File: config.mk
export PLATFORM = sky130hd
export DESIGN_NAME = hazard_ctrl_flat
export DESIGN_NICKNAME = d
export VERILOG_FILES = /design/src/rtl/hazard_ctrl_if.sv /design/src/rtl/hazard_ctrl.sv /design/src/flat_wrapper.sv
export SDC_FILE = /design/constraint.sdc
export NUM_CORES = 1
export LEC_CHECK = 0
export CELL_PAD_IN_SITES_DETAIL_PLACEMENT = 1
export CELL_PAD_IN_SITES_GLOBAL_PLACEMENT = 1
export CORE_AREA = 2 2 89 91
export CTS_CLUSTER_SIZE = 25
export DETAILED_ROUTE_END_ITERATION = 8
export DIE_AREA = 0 0 91 93
export GPL_TIMING_DRIVEN = 0
export PLACE_DENSITY = 0.84
export SYNTH_ARGS = -nofsm -noshare
export SYNTH_HDL_FRONTEND = slang
export SYNTH_SLANG_ARGS = --single-unit
export TNS_END_PERCENT = 10
File: constraint.sdc
create_clock -name clk -period 2.05 [get_ports clk]
set_input_delay 0.3075 -clock clk [delete_from_list [all_inputs] [get_ports clk]]
set_output_delay 0.3075 -clock clk [all_outputs]
set_load 0.005 [all_outputs]
File: src/rtl/hazard_ctrl_if.sv
// Pipeline-side bundle for the hazard unit: stage register fields and controls in,
// forwarding/stall/flush decisions, memory request and event counters out.
interface hazard_ctrl_if;
  logic [4:0]  Rs1D;
  logic [4:0]  Rs2D;
  logic [4:0]  Rs1E;
  logic [4:0]  Rs2E;
  logic [4:0]  RdE;
  logic [1:0]  ResultSrcE;
  logic        PCSrcE;
  logic [4:0]  RdM;
  logic        RegWriteM;
  logic [1:0]  ResultSrcM;
  logic        MemWriteM;
  logic [4:0]  RdW;
  logic        RegWriteW;
  logic        dmem_ready;
  logic [1:0]  ForwardAE;
  logic [1:0]  ForwardBE;
  logic        StallF;
  logic        StallD;
  logic        StallE;
  logic        StallM;
  logic        FlushD;
  logic        FlushE;
  logic        FlushW;
  logic        dmem_req;
  logic [15:0] lu_cnt;
  logic [15:0] mem_cnt;

  modport master (
    output Rs1D, Rs2D, Rs1E, Rs2E, RdE, ResultSrcE, PCSrcE,
           RdM, RegWriteM, ResultSrcM, MemWriteM, RdW, RegWriteW, dmem_ready,
    input  ForwardAE, ForwardBE, StallF, StallD, StallE, StallM,
           FlushD, FlushE, FlushW, dmem_req, lu_cnt, mem_cnt
  );

  modport slave (
    input  Rs1D, Rs2D, Rs1E, Rs2E, RdE, ResultSrcE, PCSrcE,
           RdM, RegWriteM, ResultSrcM, MemWriteM, RdW, RegWriteW, dmem_ready,
    output ForwardAE, ForwardBE, StallF, StallD, StallE, StallM,
           FlushD, FlushE, FlushW, dmem_req, lu_cnt, mem_cnt
  );
endinterface

File: src/rtl/hazard_ctrl.sv
// Five-stage pipeline hazard unit: operand forwarding, load-use stall, branch flush,
// data-memory wait handling and saturating stall-event counters.
module hazard_ctrl (
  input  logic         clk,
  input  logic         reset,
  hazard_ctrl_if.slave bus
);

  localparam logic ST_IDLE = 1'b0;
  localparam logic ST_WAIT = 1'b1;
  localparam logic [15:0] CNT_MAX = 16'hFFFF;

  logic        state_q, state_d;
  logic [15:0] lu_cnt_q, lu_cnt_d;
  logic [15:0] mem_cnt_q, mem_cnt_d;
  logic        mem_acc_s, lw_stall_s, mem_stall_s;
  logic        dmem_req_s;
  logic        stall_f_s, stall_d_s, stall_e_s, stall_m_s;
  logic        flush_d_s, flush_e_s, flush_w_s;

  // M stage wins over W stage; x0 is never forwarded.
  function automatic logic [1:0] fwd_sel(
    input logic [4:0] rs,
    input logic       wr_m,
    input logic [4:0] rd_m,
    input logic       wr_w,
    input logic [4:0] rd_w
  );
    logic [1:0] sel;
    if (wr_m && (rd_m != 5'd0) && (rd_m == rs)) begin
      sel = 2'b10;
    end else if (wr_w && (rd_w != 5'd0) && (rd_w == rs)) begin
      sel = 2'b01;
    end else begin
      sel = 2'b00;
    end
    return sel;
  endfunction

  // Hazard conditions derived directly from the current stage fields
  always_comb begin
    mem_acc_s   = bus.MemWriteM | (bus.ResultSrcM == 2'b01);
    mem_stall_s = mem_acc_s & ~bus.dmem_ready;
    lw_stall_s  = (bus.ResultSrcE == 2'b01) & (bus.RdE != 5'd0) &
                  ((bus.RdE == bus.Rs1D) | (bus.RdE == bus.Rs2D)) & ~bus.PCSrcE;
  end

  // Memory FSM state register
  always_ff @(posedge clk) begin
    if (reset) begin
      state_q <= ST_IDLE;
    end else begin
      state_q <= state_d;
    end
  end

  // Memory FSM next state; a dropped request in WAIT is treated as aborted
  always_comb begin
    state_d = state_q;
    case (state_q)
      ST_IDLE: begin
        if (mem_acc_s && !bus.dmem_ready) begin
          state_d = ST_WAIT;
        end else begin
          state_d = ST_IDLE;
        end
      end
      ST_WAIT: begin
        if (!mem_acc_s || bus.dmem_ready) begin
          state_d = ST_IDLE;
        end else begin
          state_d = ST_WAIT;
        end
      end
      default: state_d = ST_IDLE;
    endcase
  end

  // Stall/flush/request outputs; a memory wait freezes the whole pipe and defers E-stage effects
  always_comb begin
    dmem_req_s = 1'b0;
    stall_f_s  = 1'b0;
    stall_d_s  = 1'b0;
    stall_e_s  = 1'b0;
    stall_m_s  = 1'b0;
    flush_d_s  = 1'b0;
    flush_e_s  = 1'b0;
    flush_w_s  = 1'b0;
    case (state_q)
      ST_IDLE: dmem_req_s = mem_acc_s;
      ST_WAIT: dmem_req_s = mem_acc_s;
      default: dmem_req_s = mem_acc_s;
    endcase
    if (mem_stall_s) begin
      stall_f_s = 1'b1;
      stall_d_s = 1'b1;
      stall_e_s = 1'b1;
      stall_m_s = 1'b1;
      flush_w_s = 1'b1;
    end else begin
      stall_f_s = lw_stall_s;
      stall_d_s = lw_stall_s;
      flush_e_s = lw_stall_s | bus.PCSrcE;
      flush_d_s = bus.PCSrcE;
    end
  end

  // Saturating counter next values
  always_comb begin
    lu_cnt_d  = lu_cnt_q;
    mem_cnt_d = mem_cnt_q;
    if (lw_stall_s && !mem_stall_s && (lu_cnt_q != CNT_MAX)) begin
      lu_cnt_d = lu_cnt_q + 16'd1;
    end else begin
      lu_cnt_d = lu_cnt_q;
    end
    if (mem_stall_s && (mem_cnt_q != CNT_MAX)) begin
      mem_cnt_d = mem_cnt_q + 16'd1;
    end else begin
      mem_cnt_d = mem_cnt_q;
    end
  end

  // Counter registers
  always_ff @(posedge clk) begin
    if (reset) begin
      lu_cnt_q  <= 16'd0;
      mem_cnt_q <= 16'd0;
    end else begin
      lu_cnt_q  <= lu_cnt_d;
      mem_cnt_q <= mem_cnt_d;
    end
  end

  assign bus.ForwardAE = fwd_sel(bus.Rs1E, bus.RegWriteM, bus.RdM, bus.RegWriteW, bus.RdW);
  assign bus.ForwardBE = fwd_sel(bus.Rs2E, bus.RegWriteM, bus.RdM, bus.RegWriteW, bus.RdW);
  assign bus.StallF    = stall_f_s;
  assign bus.StallD    = stall_d_s;
  assign bus.StallE    = stall_e_s;
  assign bus.StallM    = stall_m_s;
  assign bus.FlushD    = flush_d_s;
  assign bus.FlushE    = flush_e_s;
  assign bus.FlushW    = flush_w_s;
  assign bus.dmem_req  = dmem_req_s;
  assign bus.lu_cnt    = lu_cnt_q;
  assign bus.mem_cnt   = mem_cnt_q;

endmodule
File: src/flat_wrapper.sv
// flat-port wrapper written by rule: the top's interface ports become plain ports
module hazard_ctrl_flat 
  (clk, reset, bus_Rs1D, bus_Rs2D, bus_Rs1E, bus_Rs2E, bus_RdE, bus_ResultSrcE, bus_PCSrcE, bus_RdM, bus_RegWriteM, bus_ResultSrcM, bus_MemWriteM, bus_RdW, bus_RegWriteW, bus_dmem_ready, bus_ForwardAE, bus_ForwardBE, bus_StallF, bus_StallD, bus_StallE, bus_StallM, bus_FlushD, bus_FlushE, bus_FlushW, bus_dmem_req, bus_lu_cnt, bus_mem_cnt);
  hazard_ctrl_if bus_i ();
  input  logic clk;
  input  logic reset;
  input wire logic [$bits(bus_i.Rs1D)-1:0] bus_Rs1D;
  input wire logic [$bits(bus_i.Rs2D)-1:0] bus_Rs2D;
  input wire logic [$bits(bus_i.Rs1E)-1:0] bus_Rs1E;
  input wire logic [$bits(bus_i.Rs2E)-1:0] bus_Rs2E;
  input wire logic [$bits(bus_i.RdE)-1:0] bus_RdE;
  input wire logic [$bits(bus_i.ResultSrcE)-1:0] bus_ResultSrcE;
  input wire logic [$bits(bus_i.PCSrcE)-1:0] bus_PCSrcE;
  input wire logic [$bits(bus_i.RdM)-1:0] bus_RdM;
  input wire logic [$bits(bus_i.RegWriteM)-1:0] bus_RegWriteM;
  input wire logic [$bits(bus_i.ResultSrcM)-1:0] bus_ResultSrcM;
  input wire logic [$bits(bus_i.MemWriteM)-1:0] bus_MemWriteM;
  input wire logic [$bits(bus_i.RdW)-1:0] bus_RdW;
  input wire logic [$bits(bus_i.RegWriteW)-1:0] bus_RegWriteW;
  input wire logic [$bits(bus_i.dmem_ready)-1:0] bus_dmem_ready;
  output wire logic [$bits(bus_i.ForwardAE)-1:0] bus_ForwardAE;
  output wire logic [$bits(bus_i.ForwardBE)-1:0] bus_ForwardBE;
  output wire logic [$bits(bus_i.StallF)-1:0] bus_StallF;
  output wire logic [$bits(bus_i.StallD)-1:0] bus_StallD;
  output wire logic [$bits(bus_i.StallE)-1:0] bus_StallE;
  output wire logic [$bits(bus_i.StallM)-1:0] bus_StallM;
  output wire logic [$bits(bus_i.FlushD)-1:0] bus_FlushD;
  output wire logic [$bits(bus_i.FlushE)-1:0] bus_FlushE;
  output wire logic [$bits(bus_i.FlushW)-1:0] bus_FlushW;
  output wire logic [$bits(bus_i.dmem_req)-1:0] bus_dmem_req;
  output wire logic [$bits(bus_i.lu_cnt)-1:0] bus_lu_cnt;
  output wire logic [$bits(bus_i.mem_cnt)-1:0] bus_mem_cnt;
  assign bus_i.Rs1D = bus_Rs1D;
  assign bus_i.Rs2D = bus_Rs2D;
  assign bus_i.Rs1E = bus_Rs1E;
  assign bus_i.Rs2E = bus_Rs2E;
  assign bus_i.RdE = bus_RdE;
  assign bus_i.ResultSrcE = bus_ResultSrcE;
  assign bus_i.PCSrcE = bus_PCSrcE;
  assign bus_i.RdM = bus_RdM;
  assign bus_i.RegWriteM = bus_RegWriteM;
  assign bus_i.ResultSrcM = bus_ResultSrcM;
  assign bus_i.MemWriteM = bus_MemWriteM;
  assign bus_i.RdW = bus_RdW;
  assign bus_i.RegWriteW = bus_RegWriteW;
  assign bus_i.dmem_ready = bus_dmem_ready;
  assign bus_ForwardAE = bus_i.ForwardAE;
  assign bus_ForwardBE = bus_i.ForwardBE;
  assign bus_StallF = bus_i.StallF;
  assign bus_StallD = bus_i.StallD;
  assign bus_StallE = bus_i.StallE;
  assign bus_StallM = bus_i.StallM;
  assign bus_FlushD = bus_i.FlushD;
  assign bus_FlushE = bus_i.FlushE;
  assign bus_FlushW = bus_i.FlushW;
  assign bus_dmem_req = bus_i.dmem_req;
  assign bus_lu_cnt = bus_i.lu_cnt;
  assign bus_mem_cnt = bus_i.mem_cnt;
  hazard_ctrl u_core (.clk(clk), .reset(reset), .bus(bus_i));
endmodule
Word level (Yosys, flattened, before mapping)
Index checks and enable logic that the tools add are counted.
Widths: inputs -> output; s select.
- word-level logic and storage cells: 44
- bits of input ports: 46
- flip-flop bits (word level): 32
- output and inout bits: 44
- bitwise logic cells: 9
- mux-type cells: 8
- reductions and logical operators: 13
- $add $sub $neg: 2
- equality and inequality tests: 10
- operators by type and width (operator ; number):
    $add 16x1->16 const B ; 2
    $ne 16x16->1 const B ; 2
    $eq 5x5->1 ; 6
    $reduce_bool 5->1 ; 3
    $logic_and 1x1->1 ; 9
    $mux 1 ; 6
    $and 1x1->1 ; 4
    $eq 2x1->1 const B ; 2
    $mux 2 ; 2
    $or 1x1->1 ; 3
    $not 1->1 ; 2
    $logic_not 1->1 ; 1

Longest topological paths before layout
- depth in word-level cells: 6
- gate-level depth with buffers: 7

Worst setup path before layout
No wires, ideal clock.
- kind: register -> register
- start point: register u_core.lu_cnt_q[2], in the netlist u_core.bus.lu_cnt[2]
- end point: register u_core.lu_cnt_q[11], in the netlist u_core.bus.lu_cnt[11]
- clock period less this slack: 1.877 ns
- cell stages (with the launch flop): 6
- slack: 0.173 ns
- data arrival time: 1.754 ns
- setup time: 0.123 ns
- cells stage by stage: dfxtp_1 and3_1 and4_4 or3b_1 nor4b_1 mux2_1
- longest elaborated chain between the ends: 2
- elaborated cells on any way between the ends: 3
- ends and longest elaborated chain (what ; RTL line ; RTL):
    start, declared ; hazard_ctrl.sv:14 ; logic [15:0] lu_cnt_q, lu_cnt_d;
    start signal, assigned ; hazard_ctrl.sv:130 ; lu_cnt_q <= lu_cnt_d;
    branches (longest 2 deep; another with $add 16x1->16) ; - ;
Several ways; the timed one is not identified.
A chain may end at the register's enable or synchronous reset.

Worst setup path after layout
- start point: input port bus_RdM[0]
- end point: output port bus_ForwardAE[0]
- longest elaborated chain between the ends: 4
- elaborated cells on any way between the ends: 5
- ends and longest elaborated chain (what ; RTL line ; RTL):
    start, declared ; flat_wrapper.sv:14 ; input wire logic [$bits(bus_i.RdM)-1:0] bus_RdM;
    $reduce_bool 5->1 ; hazard_ctrl.sv:30 ; if (wr_m && (rd_m != 5'd0) && (rd_m == rs)) begin
    $logic_and 1x1->1 ; hazard_ctrl.sv:30 ;
    $logic_and 1x1->1 * ; hazard_ctrl.sv:30 ;
    $mux 2 * ; hazard_ctrl.sv:30 ;
    end, declared ; flat_wrapper.sv:21 ; output wire logic [$bits(bus_i.ForwardAE)-1:0] bus_ForwardAE;
Every way passes the cells marked *; elsewhere a longest branch is shown, timed or not.

==> flow_summary.json <==
{
  "status": "finished with violations",
  "violations": "setup timing",
  "first_pass_iters": 4,
  "tightest_slew_ps": 496.8,
  "combPwrFrac_pct": 20.8,
  "cts_made_buffers": 5,
  "h-tree-depth": 2,
  "rsz0062_at_grt": "yes",
  "first_global_vias": 2581,
  "post-route-drc-count": 0,
  "die_h_um": 93,
  "grt_pass1_wl_um": 13100,
  "fp.dieArea_um2": 8463,
  "synth-edff-count": 0,
  "setup_slack_ps": -10.04,
  "syn2layout_area_growth_pct": 58.93,
  "mostFrequentLayoutCells": "clkdlybuf4s50_1, dfxtp_1, nor2_1",
  "clkSinkCount": 32,
  "slew_viol_final": 0,
  "wirelength_um": 8196,
  "final_cell_count_no_fill": 474,
  "critPathMaxStageDelay_ps": 570,
  "cap_violations": 0,
  "utilization_pct": 47.34,
  "hold_depth": 2,
  "min_period_ps": 2060,
  "crit_family": "simple AND/OR/NAND/NOR gates",
  "ys_seq_elements": 32,
  "intPower_uw": 1151,
  "synth_area_per_cell_um2": 8.398,
  "crit_top_cell": "nor4_2",
  "synth_top_cell_by_area": "dfxtp_1",
  "grt.overflow.total": 0,
  "setup-tns-final_ps": -19.60,
  "hold_buffers": 0,
  "end_kind": "output pin",
  "core_area_um2": 7527,
  "ys.flop_type": "dfxtp_1",
  "synth_area_leaders": "dfxtp_1, xor2_1, xnor2_1, mux2_1, nor4_1",
  "power.density_nw_per_um2": 443.2,
  "antenna_found_initial": 0,
  "arrival_ps": 1750,
  "reg2reg_slack_ps": 50,
  "syn_inst": 267,
  "synth-async-reset-ratio_pct": 0,
  "setup_viol": 2,
  "cts_tree": "built",
  "syn-cell-area_um2": 2242,
  "clockRootBuffer": "clkbuf_8",
  "p_total_uw": 1579,
  "antenna_left": 0,
  "ys_warn_count": 0,
  "path_clk_slew_ps": 70,
  "netlist-cell-type-count": 49,
  "swShare_pct": 27.14,
  "clk_latency_ps": 290,
  "clock_path_buffers": 2,
  "place_congestion": 0.8515,
  "leakage_uw": 0.001289,
  "worst-path-buf-inv": 2,
  "r2r_cells": 5,
  "design_area_um2": 3563,
  "rr_startpoint": "u_core.bus.lu_cnt[4]",
  "cp-start-kind": "input pin",
  "hpwl_um": 6006,
  "io_pins": 90,
  "critical_path_class": "input pin to output pin",
  "r2r-end": "u_core.bus.lu_cnt[13]",
  "min_path_type": "flop to flop",
  "vias": 2452,
  "max_freq_mhz": 485.4,
  "crit_slowest_cell": "or4_4",
  "skew_ps": 7.484,
  "grt_max_degree": 11,
  "finalHoldViolations": 0,
  "crit_start": "bus_RdM[0]",
  "final_common_cell": "clkdlybuf4s50_1",
  "grt_usage_pct": 19.04,
  "p_sw_uw": 428.6,
  "required_ps": 1740,
  "fin_crit_sh_pct": 100.5,
  "die_x_um": 91,
  "drive_above_1_share_pct": 21.24,
  "seqPwrFrac_pct": 39.8,
  "critPathMaxFanout": 3,
  "ys_seq_area_share_pct": 28.57,
  "clkPwrFrac_pct": 39.4,
  "start_util_pct": 29.79,
  "syn-num-nets": 315,
  "vdd_drop_max_uv": 292.0,
  "relSlewSlack_pct": 66.03,
  "insertedDiodeCount": 0,
  "min-delay-start": "u_core.bus.lu_cnt[15]",
  "crit_chain": "dlygate4sd2_1, or4_4, o21ai_4, nor4_2, nor4_2, buf_2",
  "viasPerCell": 5.173,
  "hold_end": "u_core.bus.lu_cnt[15]",
  "yosysTopAreaCellShare_pct": 28.57,
  "drt_iter0_markers": 64,
  "dpl_cell_area_um2": 3261,
  "wl_per_cell_um": 17.29,
  "rows": 32,
  "io_buffers": 89,
  "final_nets": 419,
  "dpl.cell_count": 458
}
layer usage:
metal | global-route usage (%) | part of all wire (%)
met5 | 0 | 0
met4 | 4.672 | 1.5
met3 | 4.593 | 5.4
met2 | 34.88 | 52
met1 | 22.33 | 41
synth_stat cells, types with 4 or more instances:
| cell | n |
|---|---|
| o31ai_1 | 7 |
| nand3_1 | 11 |
| xor2_1 | 23 |
| a21oi_1 | 13 |
| inv_1 | 5 |
| o21ai_1 | 4 |
| nand4_1 | 8 |
| nor4_1 | 16 |
| and3_1 | 6 |
| mux2_1 | 10 |
| o21ai_0 | 4 |
| nor2b_1 | 10 |
| nor2_1 | 26 |
| dfxtp_1 | 32 |
| nand2_1 | 13 |
| xnor2_1 | 16 |
| or4_1 | 12 |
| buf_4 | 4 |
layout make-up:
type | instances | area (um2)
Clock inverter | 2 | 35.03
Fill cell | 937 | 3964
Tap cell | 102 | 127.6
Multi-Input combinational cell | 217 | 1679
Sequential cell | 32 | 645.6
Timing Repair Buffer | 97 | 882.1
Buffer | 13 | 100.1
Clock buffer | 6 | 72.57
Inverter | 5 | 21.27
through the flow:
stage	hold WS, ps	setup WS [ps]
4_1_cts	509.8	-86.46
3_5_place_dp	498.0	-912.6
5_1_grt	545.4	-94.13
3_3_place_gp	479.9	-934.1
6_report	511.2	-10.04
2_1_floorplan	480.4	172.7
worst reg2reg max path, stage by stage (launching register included):
cell	delay (ps)
dfxtp_1	400
and3_1	210
and4_4	250
or3b_1	410
nor4_2	270
mux2_1	350
sequential cells by signal (all words and copies together), names as in the netlist:
register and count:
u_core.bus.lu_cnt 16, u_core.bus.mem_cnt 16
power by group through the flow:
stage	sequential (uW)	combinational (uW)	clock [uW]
floorplan	643	126	0
global placement	643	289	0
detailed placement	643	300	0
CTS	629	314	632
global route	629	354	662
finish	629	328	622
worst max-delay path by stage:
stage | cells past startpoint | to | slack [ps]
floorplan | 5 | u_core.bus.lu_cnt[11] | 170
global placement | 8 | bus_StallF | -930
detailed placement | 8 | bus_StallF | -910
CTS | 7 | bus_StallE | -90
global route | 6 | bus_ForwardBE[0] | -90
finish | 6 | bus_ForwardAE[0] | -10
cells by family after synthesis:
family                   after synthesis  share of synthesized area, %
AO/OA/AOI/OAI                         39                         12.00
XOR/XNOR                              39                         15.23
adder cells (fa/ha/maj)                2                         1.116
buffers and inverters                 18                         4.799
flip-flops                            32                         28.57
multiplexers                          11                         5.469
AND/OR/NAND/NOR                      126                         32.81
repair_timing:
item                                   CTS  global route
resized for setup                      100            28
endpoints found under the hold margin    0             0
buffers inserted                         5             3
setup endpoints to repair               22            20
pin swaps                               13             3
(Power assumes the default switching activity.)
==> edit (config.mk and constraints unchanged) <==
The localparam `CNT_MAX` goes from 16'hFFFF to 16'h8000.
--- a/src/rtl/hazard_ctrl.sv
+++ b/src/rtl/hazard_ctrl.sv
@@ -9,5 +9,5 @@
   localparam logic ST_IDLE = 1'b0;
   localparam logic ST_WAIT = 1'b1;
-  localparam logic [15:0] CNT_MAX = 16'hFFFF;
+  localparam logic [15:0] CNT_MAX = 16'h8000;
 
   logic        state_q, state_d;
Check against the original RTL: same outputs for any inputs over 10 cycles, from zero or initial values and one cycle with reset high; that may be too few to reach the edited logic, so the function may still have changed.
==> edit against the unedited design <==
The flow still finishes with violations (setup timing); design area is 1.8% lower; power fell by 0.84%; non-clock buffer count rose by 3; synthesized cell count rose by 0.37%; wire length fell by 4.0%; area after synthesis is 2.6% lower; setup slack got worse by 0.024 ns; sequential cell count unchanged; critical endpoint is now bus_FlushD.
==> edit: results (changes against the unedited design) <==
{| class="wikitable"
! Metric !! Value
|-
| Result of the run || finished with violations (unchanged)
|-
| Failing checks || setup timing (unchanged)
|-
| Tightest Hold Check Type || in -> reg (was reg -> reg)
|-
| Sequential share of the synthesized area || 0.293 (was 0.286)
|-
| Starting DRT DRC Count || 56 (was 64)
|-
| Non-clock inverter instance count of the final layout || 14 (was 5)
|-
| Area of the mapped netlist || 2180 um^2 (was 2240 um^2)
|-
| CP Data Arrival Time || 1.78 ns (was 1.75 ns)
|-
| Adder-cell share of the synthesized area || 0.0229 (was 0.0112)
|-
| Number of global-route vias before repair || 2,469 (was 2,581)
|-
| Post-synthesis net count || 318 (was 315)
|-
| Number of setup violations in the final report || 1 (was 2)
|-
| Portion of total power attributed to the clock network || 0.392 (was 0.394)
|-
| Detail Route met2 WL || 4080 um (was 4290 um)
|-
| Multi-input logic portion of the cell area || 0.448 (was 0.471)
|-
| Synthesized-area fraction occupied by xor and xnor cells || 0.160 (was 0.152)
|-
| Tightest hold margin || 0.418 ns (was 0.511 ns)
|-
| Final sum of negative setup slack || -0.0338 ns (was -0.0196 ns)
|-
| Sequential share of cell area || 0.183 (was 0.181)
|-
| Synth cell types || 45 (was 49)
|-
| Leading cell types by total area after synthesis || dfxtp_1 29%, xor2_1 10%, xnor2_1 6.0%, nor2_1 3.8%, a21oi_1 3.7% (was dfxtp_1 29%, xor2_1 9.0%, xnor2_1 6.3%, mux2_1 5.0%, nor4_1 4.5%)
|-
| Met1 routed wirelength after detailed routing || 3350 um (was 3340 um)
|-
| Aggregate routed wire length || 7870 um (was 8200 um)
|-
| Met1 usage || 0.214 (was 0.223)
|-
| Setup WS pre-CTS || -0.897 ns (was -0.913 ns)
|-
| Share of final layout cell area taken by non-clock buffers || 0.286 (was 0.276)
|-
| Amount of wire on met3 after detailed routing || 360 um (was 442 um)
|-
| Final #Nets || 427 (was 419)
|-
| Worst setup slack after layout || -0.0338 ns (was -0.0100 ns)
|-
| Total global-route track usage || 0.178 (was 0.190)
|-
| Mean number of vias per cell || 5.05 (was 5.17)
|}
edit: cell count changes after synthesis, moves of 5 or more:
cell     before  now
o21ai_0       4   13
mux2_2        0    5
and3_1        6    1
nor4_1       16    8
nor2b_1      10    5
inv_1         5   14
nor3_1        3   10
or3_1         3   10
mux2_1       10    0
edit: worst paths after layout:
check	start	endpoint	cells past startpoint
hold / removal	reset	u_core.bus.lu_cnt[11]$_SDFFE_PP0P_	2
setup / recovery	bus_ResultSrcM[0]	bus_FlushD	5
hold reg to reg	u_core.bus.lu_cnt[15]$_SDFFE_PP0P_	u_core.bus.lu_cnt[15]$_SDFFE_PP0P_	2
setup reg to reg	u_core.bus.lu_cnt[0]$_SDFFE_PP0P_	u_core.bus.lu_cnt[10]$_SDFFE_PP0P_	5
edit: critical path: stages:
cell and delay [ns]:
clkdlybuf4s50_1 0.43, nor2b_4 0.15, o21ai_4 0.22, and2_1 0.17, clkdlybuf4s50_1 0.50
